**src/rtl/bcd_pkg.sv**
```systemverilog
// Shared definitions for the BCD operand entry path: FSM encoding, digit limit
// and debounce lengths (full-rate silicon vs. short simulation runs).
// Latency: n/a. Backpressure: n/a.
package bcd_pkg;

  typedef enum logic [1:0] {
    GET_X = 2'b00,
    GET_Y = 2'b01,
    DONE  = 2'b10
  } state_t;

  localparam int BCD_MAX             = 9;
  localparam int DEBOUNCE_CYCLES_SYN = 500000;
  localparam int DEBOUNCE_CYCLES_SIM = 4;

endpackage

```
**src/rtl/key_debounce.sv**
```systemverilog
// Purpose: 2-flop synchronizer, debounce counter and press (1->0) pulse for an active-low button.
// Latency: pulse appears 2 + DEBOUNCE_CYCLES cycles after a clean falling edge on key_n.
// Backpressure: none; one pulse per accepted press, release produces nothing.
// Ports: clk, rst_n (async active-low), key_n (raw button, pressed = 0), press (1-cycle pulse).
module key_debounce #(
  parameter int DEBOUNCE_CYCLES = bcd_pkg::DEBOUNCE_CYCLES_SYN
) (
  input  logic clk,
  input  logic rst_n,
  input  logic key_n,
  output logic press
);

  localparam int CW = (DEBOUNCE_CYCLES > 2) ? $clog2(DEBOUNCE_CYCLES) : 1;

  logic          sync1;
  logic          sync2;
  logic          db;
  logic [CW-1:0] cnt;

  always_ff @(posedge clk or negedge rst_n) begin
    if (!rst_n) begin
      sync1 <= 1'b1;
      sync2 <= 1'b1;
      db    <= 1'b1;
      cnt   <= '0;
      press <= 1'b0;
    end else begin
      sync1 <= key_n;
      sync2 <= sync1;
      press <= 1'b0;
      if (sync2 == db) begin
        cnt <= '0;
      end else if (cnt == CW'(DEBOUNCE_CYCLES - 1)) begin
        // Level has differed long enough: accept it. A change away from a
        // high debounced level is a press; the opposite direction is a release.
        db    <= sync2;
        cnt   <= '0;
        press <= db;
      end else begin
        cnt <= cnt + CW'(1);
      end
    end
  end

endmodule

```
**src/rtl/bcd_operand_entry.sv**
```systemverilog
// Purpose: collects BCD operands X then Y from SW on debounced Load presses; rejects digits > BCD_MAX.
// Latency: outputs update 2 + DEBOUNCE_CYCLES + 1 cycles after a clean Load falling edge.
// Backpressure: none; X/Y held stable with Valid until the next press restarts entry.
// Ports: Clock, Resetn (async active-low), SW[3:0], Load (active-low button),
//        X[3:0], Y[3:0], Valid, Err, State[1:0] (FSM state for LEDs).
module bcd_operand_entry
  import bcd_pkg::*;
#(
  parameter int DEBOUNCE_CYCLES = DEBOUNCE_CYCLES_SYN
) (
  input  logic       Clock,
  input  logic       Resetn,
  input  logic [3:0] SW,
  input  logic       Load,
  output logic [3:0] X,
  output logic [3:0] Y,
  output logic       Valid,
  output logic       Err,
  output logic [1:0] State
);

  logic [3:0] sw_s1;
  logic [3:0] sw_s2;
  logic       press;
  state_t     state;

  key_debounce #(
    .DEBOUNCE_CYCLES(DEBOUNCE_CYCLES)
  ) u_deb (
    .clk   (Clock),
    .rst_n (Resetn),
    .key_n (Load),
    .press (press)
  );

  always_ff @(posedge Clock or negedge Resetn) begin
    if (!Resetn) begin
      sw_s1 <= '0;
      sw_s2 <= '0;
    end else begin
      sw_s1 <= SW;
      sw_s2 <= sw_s1;
    end
  end

  always_ff @(posedge Clock or negedge Resetn) begin
    if (!Resetn) begin
      state <= GET_X;
      X     <= '0;
      Y     <= '0;
      Valid <= 1'b0;
      Err   <= 1'b0;
    end else begin
      case (state)
        GET_X: if (press) begin
          if (sw_s2 <= 4'(BCD_MAX)) begin
            X     <= sw_s2;
            Err   <= 1'b0;
            state <= GET_Y;
          end else begin
            Err <= 1'b1;
          end
        end
        GET_Y: if (press) begin
          if (sw_s2 <= 4'(BCD_MAX)) begin
            Y     <= sw_s2;
            Err   <= 1'b0;
            Valid <= 1'b1;
            state <= DONE;
          end else begin
            Err <= 1'b1;
          end
        end
        DONE: if (press) begin
          // X and Y deliberately keep their values until re-entered.
          Valid <= 1'b0;
          Err   <= 1'b0;
          state <= GET_X;
        end
        default: begin
          // Unreachable encoding: recover without waiting for a press.
          Valid <= 1'b0;
          Err   <= 1'b0;
          state <= GET_X;
        end
      endcase
    end
  end

  assign State = state;

endmodule

```
**config.mk**
```make
export PLATFORM = sky130hd
export DESIGN_NAME = bcd_operand_entry
export DESIGN_NICKNAME = d
export VERILOG_FILES = /design/src/rtl/bcd_pkg.sv /design/src/rtl/key_debounce.sv /design/src/rtl/bcd_operand_entry.sv
export SDC_FILE = /design/constraint.sdc
export NUM_CORES = 1
export LEC_CHECK = 0
export ABC_AREA = 1
export BUFFER_PORTS_ARGS = -buffer_cell sky130_fd_sc_hd__buf_4
export CORE_ASPECT_RATIO = 1.5
export CORE_MARGIN = 10
export CORE_UTILIZATION = 45
export DETAILED_ROUTE_END_ITERATION = 7
export GPL_ROUTABILITY_DRIVEN = 0
export HOLD_SLACK_MARGIN = 0.06
export MAX_ROUTING_LAYER = met4
export PLACE_DENSITY_LB_ADDON = 0.1
export SYNTH_ARGS = -nofsm -noshare
export SYNTH_HDL_FRONTEND = slang
export SYNTH_SLANG_ARGS = --single-unit
```
**constraint.sdc**
```tcl
create_clock -name Clock -period 3.2 [get_ports Clock]
set_input_delay 0 -clock Clock [delete_from_list [all_inputs] [get_ports Clock]]
set_output_delay 0 -clock Clock [all_outputs]
set_load 0.01 [all_outputs]
```
**After elaboration in Yosys (flattened, before gate mapping)**

Index checks and enable logic that the tools add are counted.

- Add/sub/neg operators: 1
- Multiply operators: 0
- Div/mod/pow operators: 0
- Order comparisons: 1
- Eq/ne operators: 10
- Shift operators: 0
- Multiplexer cells: 17
- Bitwise gates (word level): 2
- Reductions and logical operators: 8

Operators by type and width:

| cell | count |
|---|---|
| 19-bit 2-to-1 mux | 2 |
| 19-bit by 1-bit adder with 19-bit output (second input constant) | 1 |
| 19-bit == test (second input constant) | 1 |
| 2-bit 2-to-1 mux | 5 |
| 2-bit by 1-bit inequality test with 1-bit output (second input constant) | 4 |
| 1-bit 2-to-1 mux | 7 |
| 2-bit case mux with 3 select lines | 1 |
| 3-bit AND reduction | 2 |
| 5-bit AND reduction | 1 |
| 4-bit <= comparator (second input constant) | 1 |
| 2-bit inequality test (second input constant) | 2 |
| 2-bit AND reduction | 2 |
| 4-bit AND reduction | 1 |
| 1-bit case mux with 3 select lines | 1 |
| 2-bit by 1-bit == test with 1-bit output (second input constant) | 1 |
| 2-bit == test (second input constant) | 1 |
| 2-bit logical NOT | 1 |
| 1-bit NOT | 2 |
| 1-bit case mux with 2 select lines | 1 |
| 2-bit OR reduction | 1 |
| 1-bit == test | 1 |

- Flip-flop bits (word level): 43
- Bits in latches: 0
- RAM bits: 0
- ROM bits: 0
- Logic and storage cells: 51
- Memories kept: 0

**Depth between registers and ports, before layout**

Gate-level depths: netlist (run 1).

- Depth after elaboration: 4
- Gate-level depth with buffers: 9
- Gate-level depth less buffers: 9

**Cells and area by module**

Synthesis (run 1) repeated with hierarchy kept, for this count alone.

- Cells, all modules: 214
- Area total of the unflattened synthesis: 1939.4 um2

Modules (own cells, without submodules):

| module | times used | cells an instance | area an instance (um2) | sequential area each (um2) |
|---|---|---|---|---|
| key_debounce | 1 | 150 | 1221.2 | 579.3 |
| bcd_operand_entry | 1 | 64 | 718.2 | 500.5 |

**Least setup slack after synthesis (run 1)**

OpenSTA, ideal clock, no wires.

- Kind: register to register
- From: register u_deb.cnt[0]
- To: register u_deb.cnt[8]
- Setup time: 0.119 ns
- Arrival time: 1.168 ns
- Path slack: 1.913 ns
- Stages on the path, launching flop included: 9
- Clock period less this slack: 1.287 ns
- Path through: dfrtp_1 > ha_1 > nand2_1 > nor2_4 > inv_1 > nor2_2 > nand3_2 > nand2_4 > nor2_1

- Longest elaborated chain between the ends: 3
- Elaborated cells on any way between the ends: 4
- Those cells by class: add/sub: 1; eq/ne: 1; mux: 2

RTL lines:

| item | line | text |
|---|---|---|
| from (decl) | key_debounce.sv:19 | `logic [CW-1:0] cnt;` |
| from (signal assigned) | key_debounce.sv:41 | `cnt <= cnt + CW'(1);` |
| 19-bit by 1-bit adder with 19-bit output / 19-bit == test (equally long branches) | key_debounce.sv:41, key_debounce.sv:34 |  |
| 19-bit 2-to-1 mux (*) | key_debounce.sv:34 | `end else if (cnt == CW'(DEBOUNCE_CYCLES - 1)) begin` |
| 19-bit 2-to-1 mux (*) | key_debounce.sv:32 | `if (sync2 == db) begin` |

Mark *: on every way between the ends. The rest lies on a longest branch, timed or not.
A chain may end at the register's enable or synchronous reset.

**Worst setup path in the final report (run 1)**

- From: register u_deb.cnt[0]
- To: register u_deb.cnt[16]

Same word-level chain as after synthesis.

==> reports/metrics.csv, run 1 <==
metric,value,unit
outcome,"finished, final reports clean",
Vias,1535,
layout cell share with drive strength beyond 1,16.92,%
CTS tree,yes,
Comb power frac,3.9,%
DR WL met3,225,µm
Critical Path Source Type,register,
Core Rows,29,
Post-Syn Area per Cell,8.487,µm²
post-cts sizing count,0,
Routed WL,4117,µm
Worst Skew,8.481,ps
yosys synthesis warning count,0,
Reg2Reg Depth,8,
Sw Share,21.56,%
FF+latch area,1080,µm²
pwr/cell area,402.4,nW/µm²
clk slew on worst S/H paths,80,ps
port bufs,18,
Post-CTS Setup Bufs,0,
dpl hpwl,3110,µm
internal power,0.0007370,W
CP arrival,1680,ps
CP endpoint kind,register,
flop and latch count out of synthesis,43,
hold violation count in the final report,0,
CTS root buffer,clkbuf_8,
per-cell routed wire length,13.20,µm
"Slew Viols, Final",0,
Design Power,0.0009396,W
R2R Setup Slk,1710,ps
Residual DRC,0,
fin worst setup slack,1710,ps
Setup TNS,0,ps
Layout area overhead,17.06,%
synthesized instance count,235,
slew margin rel.,64.79,%
die span in x,74.36,µm
LEAKAGE,1.130,nW
final std cells w/o fill,312,
Hold Crit Class,in -> async,
Initial Util,46.98,%
die height,101.5,µm
die area,7550,µm²
first-pass GRT wire length,7231,µm
maximum vdd drop,0.3187,mV
IO Pins,19,
max frequency,671.2,MHz
via/cell ratio,4.920,
NetSw,0.0002026,W
worst r2r src,u_deb.cnt[0],
H-tree depth,2,
NumNets Final,274,
share of power burned in registers,59.4,%
number of diodes,0,
Mapped Nets,243,
largest net degree at the start of global routing,44,
Final Util,55.00,%
pre-CTS WS,1714,ps
number of global-route vias before repair,1584,
CP max FO,7,
Sink Count,43,
final setup fails,0,
TritonCTS buffer count,5,
Met2 Wirelength,2014,µm
max incr delay on CP,380,ps
grt total ovfl,0,
reported max-cap violation count,0,
GRT Total Usage,12.56,%
reg-to-reg endpoint,u_deb.cnt[16],
worst-path cell chain,ha_1 -> nand2_1 -> nor2_4 -> inv_1 -> nor2_2 -> nand3_2 -> nand2_4 -> nor2_1,
Post-Syn Area,1994,µm²
CTS Buffer Depth,2,
top routing layer used,met4,
Setup Crit Path Kind,reg -> reg,
# fillers,436,
sequential area share after synthesis,54.14,%
DR iter-0 viols,94,
RSZ-0062 raised after global routing,false,
Initial DRT Pass Iterations,5,
DRT antenna net count,0,
clk_lat worst skew,290,ps
antenna violations before repair,0,
Slew @ Worst Pin,528.1,ps
Yosys cell types,25,
met1 WL,1700,µm
CP max-delay cell,dfrtp_1,
final critical-path share of the clock period,46.56,%
placed insts,299,
CORE AREA,4245,µm²
clock power share,36.6,%
footprint of the multi-input gates,779.5,µm²
min Tclk post-route,1490,ps
CP Data Required Time,3390,ps
==> cell families (layout without fill, tap and decap cells) <==
family | after synthesis | count (layout) | share of synthesized area (%)
xor gates and xnor gates | 8 | 8 | 3.890
adders and majority gates | 1 | 1 | 0.6273
AOI/OAI and AO/OA | 21 | 21 | 5.834
DFF | 43 | 43 | 54.14
buffers and inverters | 36 | 67 | 6.775
and+or+nand+nor | 126 | 126 | 28.73
==> registers in the layout, summed over array words and instances (netlist names), 2 cells and up <==
signal	flops
Y	4
u_deb.cnt	19
sw_s2	4
sw_s1	4
X	4
State	2
==> worst max path at each step <==
stage	from	endpoint	slack [ps]	depth (start not counted)
floorplan	u_deb.cnt[0]	u_deb.cnt[8]	1910	8
global placement	u_deb.cnt[0]	u_deb.cnt[16]	1730	8
detailed placement	u_deb.cnt[0]	u_deb.cnt[8]	1710	8
CTS	u_deb.cnt[0]	u_deb.cnt[16]	1690	8
global route	u_deb.cnt[0]	u_deb.cnt[3]	1570	8
finish	u_deb.cnt[0]	u_deb.cnt[16]	1710	8
==> power by group through the flow <==
stage | Clock [W] | Combinational [W] | Sequential [W]
floorplan | 0 | 0.0000125 | 0.000568
CTS | 0.000359 | 0.0000389 | 0.000559
global placement | 0 | 0.0000322 | 0.000569
detailed placement | 0 | 0.0000328 | 0.000569
global route | 0.000376 | 0.0000432 | 0.000560
finish | 0.000344 | 0.0000369 | 0.000559
==> cells in the mapped netlist, drive strengths merged <==
cell	n	area (µm²)
dfstp	3	78.83
o21ai	15	75.07
nor4	1	6.260
nand2	61	251.5
nand4	3	18.77
inv	36	135.1
a21oi	3	18.77
xnor2	3	26.28
nor3	3	15.01
nand3	13	75.07
ha	1	12.51
xor2	5	51.30
o31ai	2	15.01
nor2	45	206.5
a22oi	1	7.510
dfrtp	40	1001
==> timing repair <==
item	in CTS	in global routing
endpoints found under the hold margin	45	0
hold buffers	6	0
endpoints found under the setup margin	0	0
==> through the flow <==
step / instance area [µm²] / hold WS (ps)
after floorplan: 1994 / -295.6
after global placement: 2187 / 24.03
after detailed placement: 2187 / 26.63
after CTS: 2335 / 250.0
after global routing: 2335 / 293.5
final: 2335 / 230.6
==> worst max-delay path: cells and delay by family (launching register included) <==
kind	cells	cell delay, ps
flops	1	380
buf+inv	1	90
simple gates	6	710
fa+ha+maj	1	210
==> placed cells by master (no fill, tap or decap) <==
cell type	count
a21oi_1	2
a21oi_2	1
a22oi_1	1
buf_4	18
clkbuf_8	6
clkinv_2	1
dfrtp_1	40
dfstp_2	3
dlygate4sd3_1	6
ha_1	1
inv_1	35
inv_2	1
nand2_1	56
nand2_2	3
nand2_4	2
nand3_1	11
nand3_2	2
nand4_1	3
nor2_1	38
nor2_2	3
nor2_4	4
nor3_1	3
nor4_1	1
o21ai_0	11
o21ai_1	4
o31ai_1	2
xnor2_1	3
xor2_1	4
xor2_2	1
==> cell type report <==
cell class	instances	share of cell area, %
clock buffer	6	3.537
clock inverter	1	0.2144
inverter	36	5.788
multi-input combinational	156	33.39
sequential	43	46.25
tap	46	2.465
timing repair buffer	24	8.360
==> metal layers <==
layer,up-vias,global-route usage (%)
li1,785,-
met1,693,13.15
met2,41,19.67
met3,16,3.914
met4,0,8.333
met5,-,-
(Power assumes the default switching activity.)
==> run 2: changes to the inputs <==
clock period = 1.3 ns   (was 3.2 ns; I/O delays follow)
==> reports/metrics.csv, run 2 (same netlist as run 1, synthesis figures left out) <==
metric,value,unit,change
outcome,"finished, violations left",,
failing checks,negative setup slack,,
Hold Crit Class,in -> async,,
final critical-path share of the clock period,106.4,%,+60 points
CP max-delay cell,dfrtp_1,,
NumNets Final,304,,+11%
slew margin rel.,63.92,%,-0.88 points
pre-CTS WS,-75.80,ps,-1790 ps
worst-path cell chain,ha_2 -> nand2_2 -> nor2_4 -> inv_2 -> nor2_2 -> nand3_2 -> nand2_4 -> nor2_1,,
busiest layer in global routing,met2,,
CTS Buffer Depth,2,,unchanged
footprint of the multi-input gates,859.6,µm²,+10%
number of diodes,0,,unchanged
Worst Skew,8.365,ps,-0.1152 ps
CTS root buffer,clkbuf_8,,
most frequent cells in the layout,"50 x nand2_1, 45 x buf_4, 40 x dfrtp_1",,
DR iter-0 viols,53,,-44%
Slew @ Worst Pin,541.3,ps,+13.19 ps
RSZ-0062 raised after global routing,true,,
Sink Count,43,,unchanged
number of global-route vias before repair,1675,,+5.7%
met3 Use GR,3.523,%,-0.39 points
die area,7550,µm²,unchanged
via/cell ratio,4.819,,-2.0%
largest net degree at the start of global routing,44,,unchanged
die span in x,74.36,µm,unchanged
TritonCTS buffer count,5,,unchanged
Layout area overhead,32.81,%,
routing usage on met2,23.03,%,+3.4 points
"Slew Viols, Final",0,,unchanged
CORE AREA,4245,µm²,unchanged
max frequency,722.9,MHz,+7.7%
Largest Register,u_deb.cnt,,
Worst Path Buf+Inv,1,,unchanged
CP Data Required Time,1480,ps,-1910 ps
GRT Total Usage,13.16,%,+0.61 points
Vias,1653,,+7.7%
hold_ws,233.2,ps,+2.673 ps
per-cell routed wire length,13.55,µm,+2.7%
fin worst setup slack,-83.28,ps,-1793 ps
IO Pins,19,,unchanged
FF+latch area,1080,µm²,unchanged
maximum vdd drop,0.8121,mV,+150%
CP max FO,7,,unchanged
Initial Util,46.98,%,unchanged
Setup Crit Path Kind,reg -> reg,,
DRT antenna net count,0,,unchanged
Initial DRT Pass Iterations,4,,-1
CP top delay family,simple AND/OR/NAND/NOR gates,,
hold violation count in the final report,0,,unchanged
LEAKAGE,1.286,nW,+14%
dpl hpwl,3366,µm,+8.3%
max incr delay on CP,360,ps,-20 ps
CP arrival,1570,ps,-110 ps
Core Rows,29,,unchanged
Routed WL,4649,µm,+13%
Critical Path Source Type,register,,
Residual DRC,0,,unchanged
grt total ovfl,0,,unchanged
die height,101.5,µm,unchanged
GR Util met1,13.15,%,unchanged
# fillers,378,,-13%
CP endpoint kind,register,,
H-tree depth,2,,unchanged
number of flip-flops in the largest register,19,,unchanged
layout cell share with drive strength beyond 1,33.33,%,+16 points
antenna violations before repair,0,,unchanged
first-pass GRT wire length,7486,µm,+3.5%
reported max-cap violation count,0,,unchanged
"commonest non-fill, non-tap cell in the layout",nand2_1,,
final setup fails,15,,+15
min Tclk post-route,1383,ps,-106.6 ps
port bufs,18,,unchanged
CTS tree,yes,,
clk_lat worst skew,300,ps,about the same
clk slew on worst S/H paths,80,ps,about the same
pwr/cell area,884.1,nW/µm²,+120%
-- run 2: cell types whose count changed in the layout (fill, tap and decap cells not counted), sizes merged --
cell / change
clkinvlp: +1
buf: +30
-- run 2: report_power, final --
| part | switching [W] | internal, W | total, W |
|---|---|---|---|
| Sequential | 0.0000140 | 0.00136 | 0.00138 |
| Combinational | 0.0000690 | 0.0000531 | 0.000122 |
| Clock | 0.000468 | 0.000376 | 0.000844 |
-- run 2: path summary, 6_finish.rpt --
check,slack [ps],to,start,cells after the start
worst max-delay path,-80,u_deb.cnt[8],u_deb.cnt[0],8
worst min-delay path,230,Y[0],Resetn,2
worst max register to register,-80,u_deb.cnt[8],u_deb.cnt[0],8
worst min register to register,350,sw_s2[3],sw_s1[3],0
max in group asynchronous,680,u_deb.sync2,Resetn,2
min in group Clock,350,u_deb.sync1,Load,2
-- run 2: area by class of cell --
cell class,instances,area share [%]
inverters,36,5.102
multi-input cells,156,32.45
clock inverters,2,0.4724
well taps,46,2.173
clock buffers,6,2.740
flip-flops and latches,43,40.77
repair buffers,54,16.30
-- run 2: what timing repair did --
item / 4_1_cts / 5_1_grt
setup buffers: 2 / 4
pin swaps: 3 / 6
hold endpoints to repair: 48 / 0
resized for setup: 9 / 25
gates cloned: 0 / 1
hold buffers: 6 / 0
endpoints found under the setup margin: 19 / 23
-- run 2: metal layers --
metal | share of wire [%] | up-vias
li1 | - | 845
met1 | 40 | 768
met2 | 52 | 29
met3 | 4.6 | 11
met4 | 2.9 | 0
met5 | 0 | -
-- run 2: through the flow --
stage               cell area, µm²  power (W)  TNS, ps  cells  util (%)
finish                        2649   0.002342   -798.3    343     62.39
global placement              2375   0.001498   -417.7    324     55.94
CTS                           2555   0.002353   -536.5    339     60.18
floorplan                     1994   0.001429        0    235         -
global route                  2649   0.002432    -2931    343     62.39
detailed placement            2375   0.001500   -738.2    324     55.94
==> run 3: changes to the inputs <==
CTS_BUF_LIST = sky130_fd_sc_hd__clkbuf_8   (was default)
==> reports/metrics.csv, run 3 (same netlist as run 1, synthesis figures left out) <==
metric,value,unit,change
outcome,"finished, violations left",,
failing checks,negative setup slack,,
CP endpoint kind,register,,
R2R Setup Slk,-80,ps,about the same
Routed WL,4650,µm,about the same
"Slew Viols, Final",0,,unchanged
max frequency,722.9,MHz,unchanged
fin worst setup slack,-83.28,ps,+0.0004000 ps
layout cell share with drive strength beyond 1,33.33,%,unchanged
CP arrival,1570,ps,about the same
Initial DRT Pass Iterations,4,,unchanged
FF+latch area,1080,µm²,unchanged
die span in x,74.36,µm,unchanged
Initial Util,46.98,%,unchanged
Residual DRC,0,,unchanged
Setup TNS,-797.8,ps,+0.4930 ps
LEAKAGE,1.290,nW,+0.32%
share of power burned in registers,58.9,%,about the same
min Tclk post-route,1383,ps,-0.0004000 ps
CP max-delay cell,dfrtp_1,,
hold violation count in the final report,0,,unchanged
die area,7550,µm²,unchanged
worst-path cell chain,ha_2 -> nand2_2 -> nor2_4 -> inv_2 -> nor2_2 -> nand3_2 -> nand2_4 -> nor2_1,,
NetSw,0.0005516,W,+0.14%
Layout area overhead,32.81,%,unchanged
maximum vdd drop,0.8121,mV,unchanged
internal power,0.001783,W,-0.44%
final critical-path share of the clock period,106.4,%,about the same
DRT antenna net count,0,,unchanged
clock power share,35.8,%,-0.2 points
antenna violations before repair,0,,unchanged
NumNets Final,304,,unchanged
GRT Total Usage,13.16,%,unchanged
# fillers,378,,unchanged
Worst Path Buf+Inv,1,,unchanged
IO Pins,19,,unchanged
CP max FO,7,,unchanged
worst r2r src,u_deb.cnt[0],,
final std cells w/o fill,343,,unchanged
Setup Crit Path Kind,reg -> reg,,
"commonest non-fill, non-tap cell in the layout",nand2_1,,
Critical Path Source Type,register,,
reg-to-reg endpoint,u_deb.cnt[8],,
grt total ovfl,0,,unchanged
dpl hpwl,3366,µm,unchanged
Worst setup startpoint,u_deb.cnt[0],,
CTS tree,yes,,
H-tree depth,2,,unchanged
CTS root buffer,clkbuf_8,,
footprint of the multi-input gates,859.6,µm²,unchanged
DR iter-0 viols,53,,unchanged
Slew @ Worst Pin,541.3,ps,unchanged
via/cell ratio,4.819,,unchanged
final setup fails,15,,unchanged
die height,101.5,µm,unchanged
clk slew on worst S/H paths,80,ps,about the same
max incr delay on CP,360,ps,about the same
Sink Count,43,,unchanged
RSZ-0062 raised after global routing,true,,
TritonCTS buffer count,5,,unchanged
CP Data Required Time,1480,ps,about the same
CP top delay family,simple AND/OR/NAND/NOR gates,,
slew margin rel.,63.92,%,unchanged
Largest Register,u_deb.cnt,,
Design Power,0.002335,W,-0.30%
Worst Skew,8.365,ps,unchanged
Comb power frac,5.2,%,about the same
port bufs,18,,unchanged
clk_lat worst skew,300,ps,about the same
reported max-cap violation count,0,,unchanged
Vias,1653,,unchanged
most frequent cells in the layout,"50 x nand2_1, 45 x buf_4, 40 x dfrtp_1",,
first-pass GRT wire length,7486,µm,unchanged
hold_ws,232.7,ps,-0.5080 ps
number of global-route vias before repair,1675,,unchanged
CORE AREA,4245,µm²,unchanged
per-cell routed wire length,13.56,µm,about the same
placed insts,324,,unchanged
Final Util,62.39,%,unchanged
Core Rows,29,,unchanged
pwr/cell area,881.5,nW/µm²,-0.30%
Hold Crit Class,in -> async,,
largest net degree at the start of global routing,44,,unchanged
number of flip-flops in the largest register,19,,unchanged
CTS Buffer Depth,2,,unchanged
number of diodes,0,,unchanged
Sw Share,23.62,%,+0.10 points
Reg2Reg Depth,8,,unchanged
run 3: area by class of cell:
cell class,count,area share [%]
inverter,36,5.102
tap,46,2.173
multi-input combinational,156,32.45
clock inverter,3,0.6141
sequential,43,40.77
timing repair buffer,54,16.30
clock buffer,5,2.598
run 3: worst reg2reg max path: stages, from the launching register on:
cell     delay [ps]
dfrtp_1         360
ha_2            200
nand2_2          80
nor2_4          170
inv_2            70
nor2_2           90
nand3_2         110
nand2_4         150
nor2_1           70
run 3: power groups by stage:
| stage | combinational [W] | clock, W | sequential (W) |
|---|---|---|---|
| after floorplan | 0.0000307 | 0 | 0.00140 |
| after global placement | 0.0000974 | 0 | 0.00140 |
| after detailed placement | 0.0000974 | 0 | 0.00140 |
| after CTS | 0.000114 | 0.000855 | 0.00138 |
| after global routing | 0.000138 | 0.000907 | 0.00138 |
| final | 0.000122 | 0.000837 | 0.00138 |
run 3: layer usage:
layer / vias up / global-route usage [%] / wire length [µm]
li1: 845 / - / -
met1: 768 / 13.15 / 1868
met2: 29 / 23.03 / 2434
met3: 11 / 3.523 / 212
met4: 0 / 5.932 / 133
met5: - / - / 0
run 3: worst max-delay path by stage:
stage                     to  slack, ps  depth (start not counted)
2_1_floorplan   u_deb.cnt[8]         10                          8
3_3_place_gp   u_deb.cnt[13]        -60                          9
3_5_place_dp    u_deb.cnt[8]        -80                          8
4_1_cts         u_deb.cnt[8]        -60                          8
5_1_grt         u_deb.cnt[8]       -200                          8
6_report        u_deb.cnt[8]        -80                          8
run 3: stage by stage:
stage	instance area [µm²]	worst slack [ps]
detailed placement	2375	-75.80
global placement	2375	-56.08
floorplan	1994	13.25
global route	2649	-201.3
CTS	2555	-62.56
finish	2649	-83.28
run 3: repair_timing:
item	in CTS	in global routing
hold endpoints to repair	48	0
gates resized for setup	9	25
setup endpoints to repair	19	23
hold buffers	6	0
buffers inserted	2	4
cloned	0	1
pin swaps	3	6
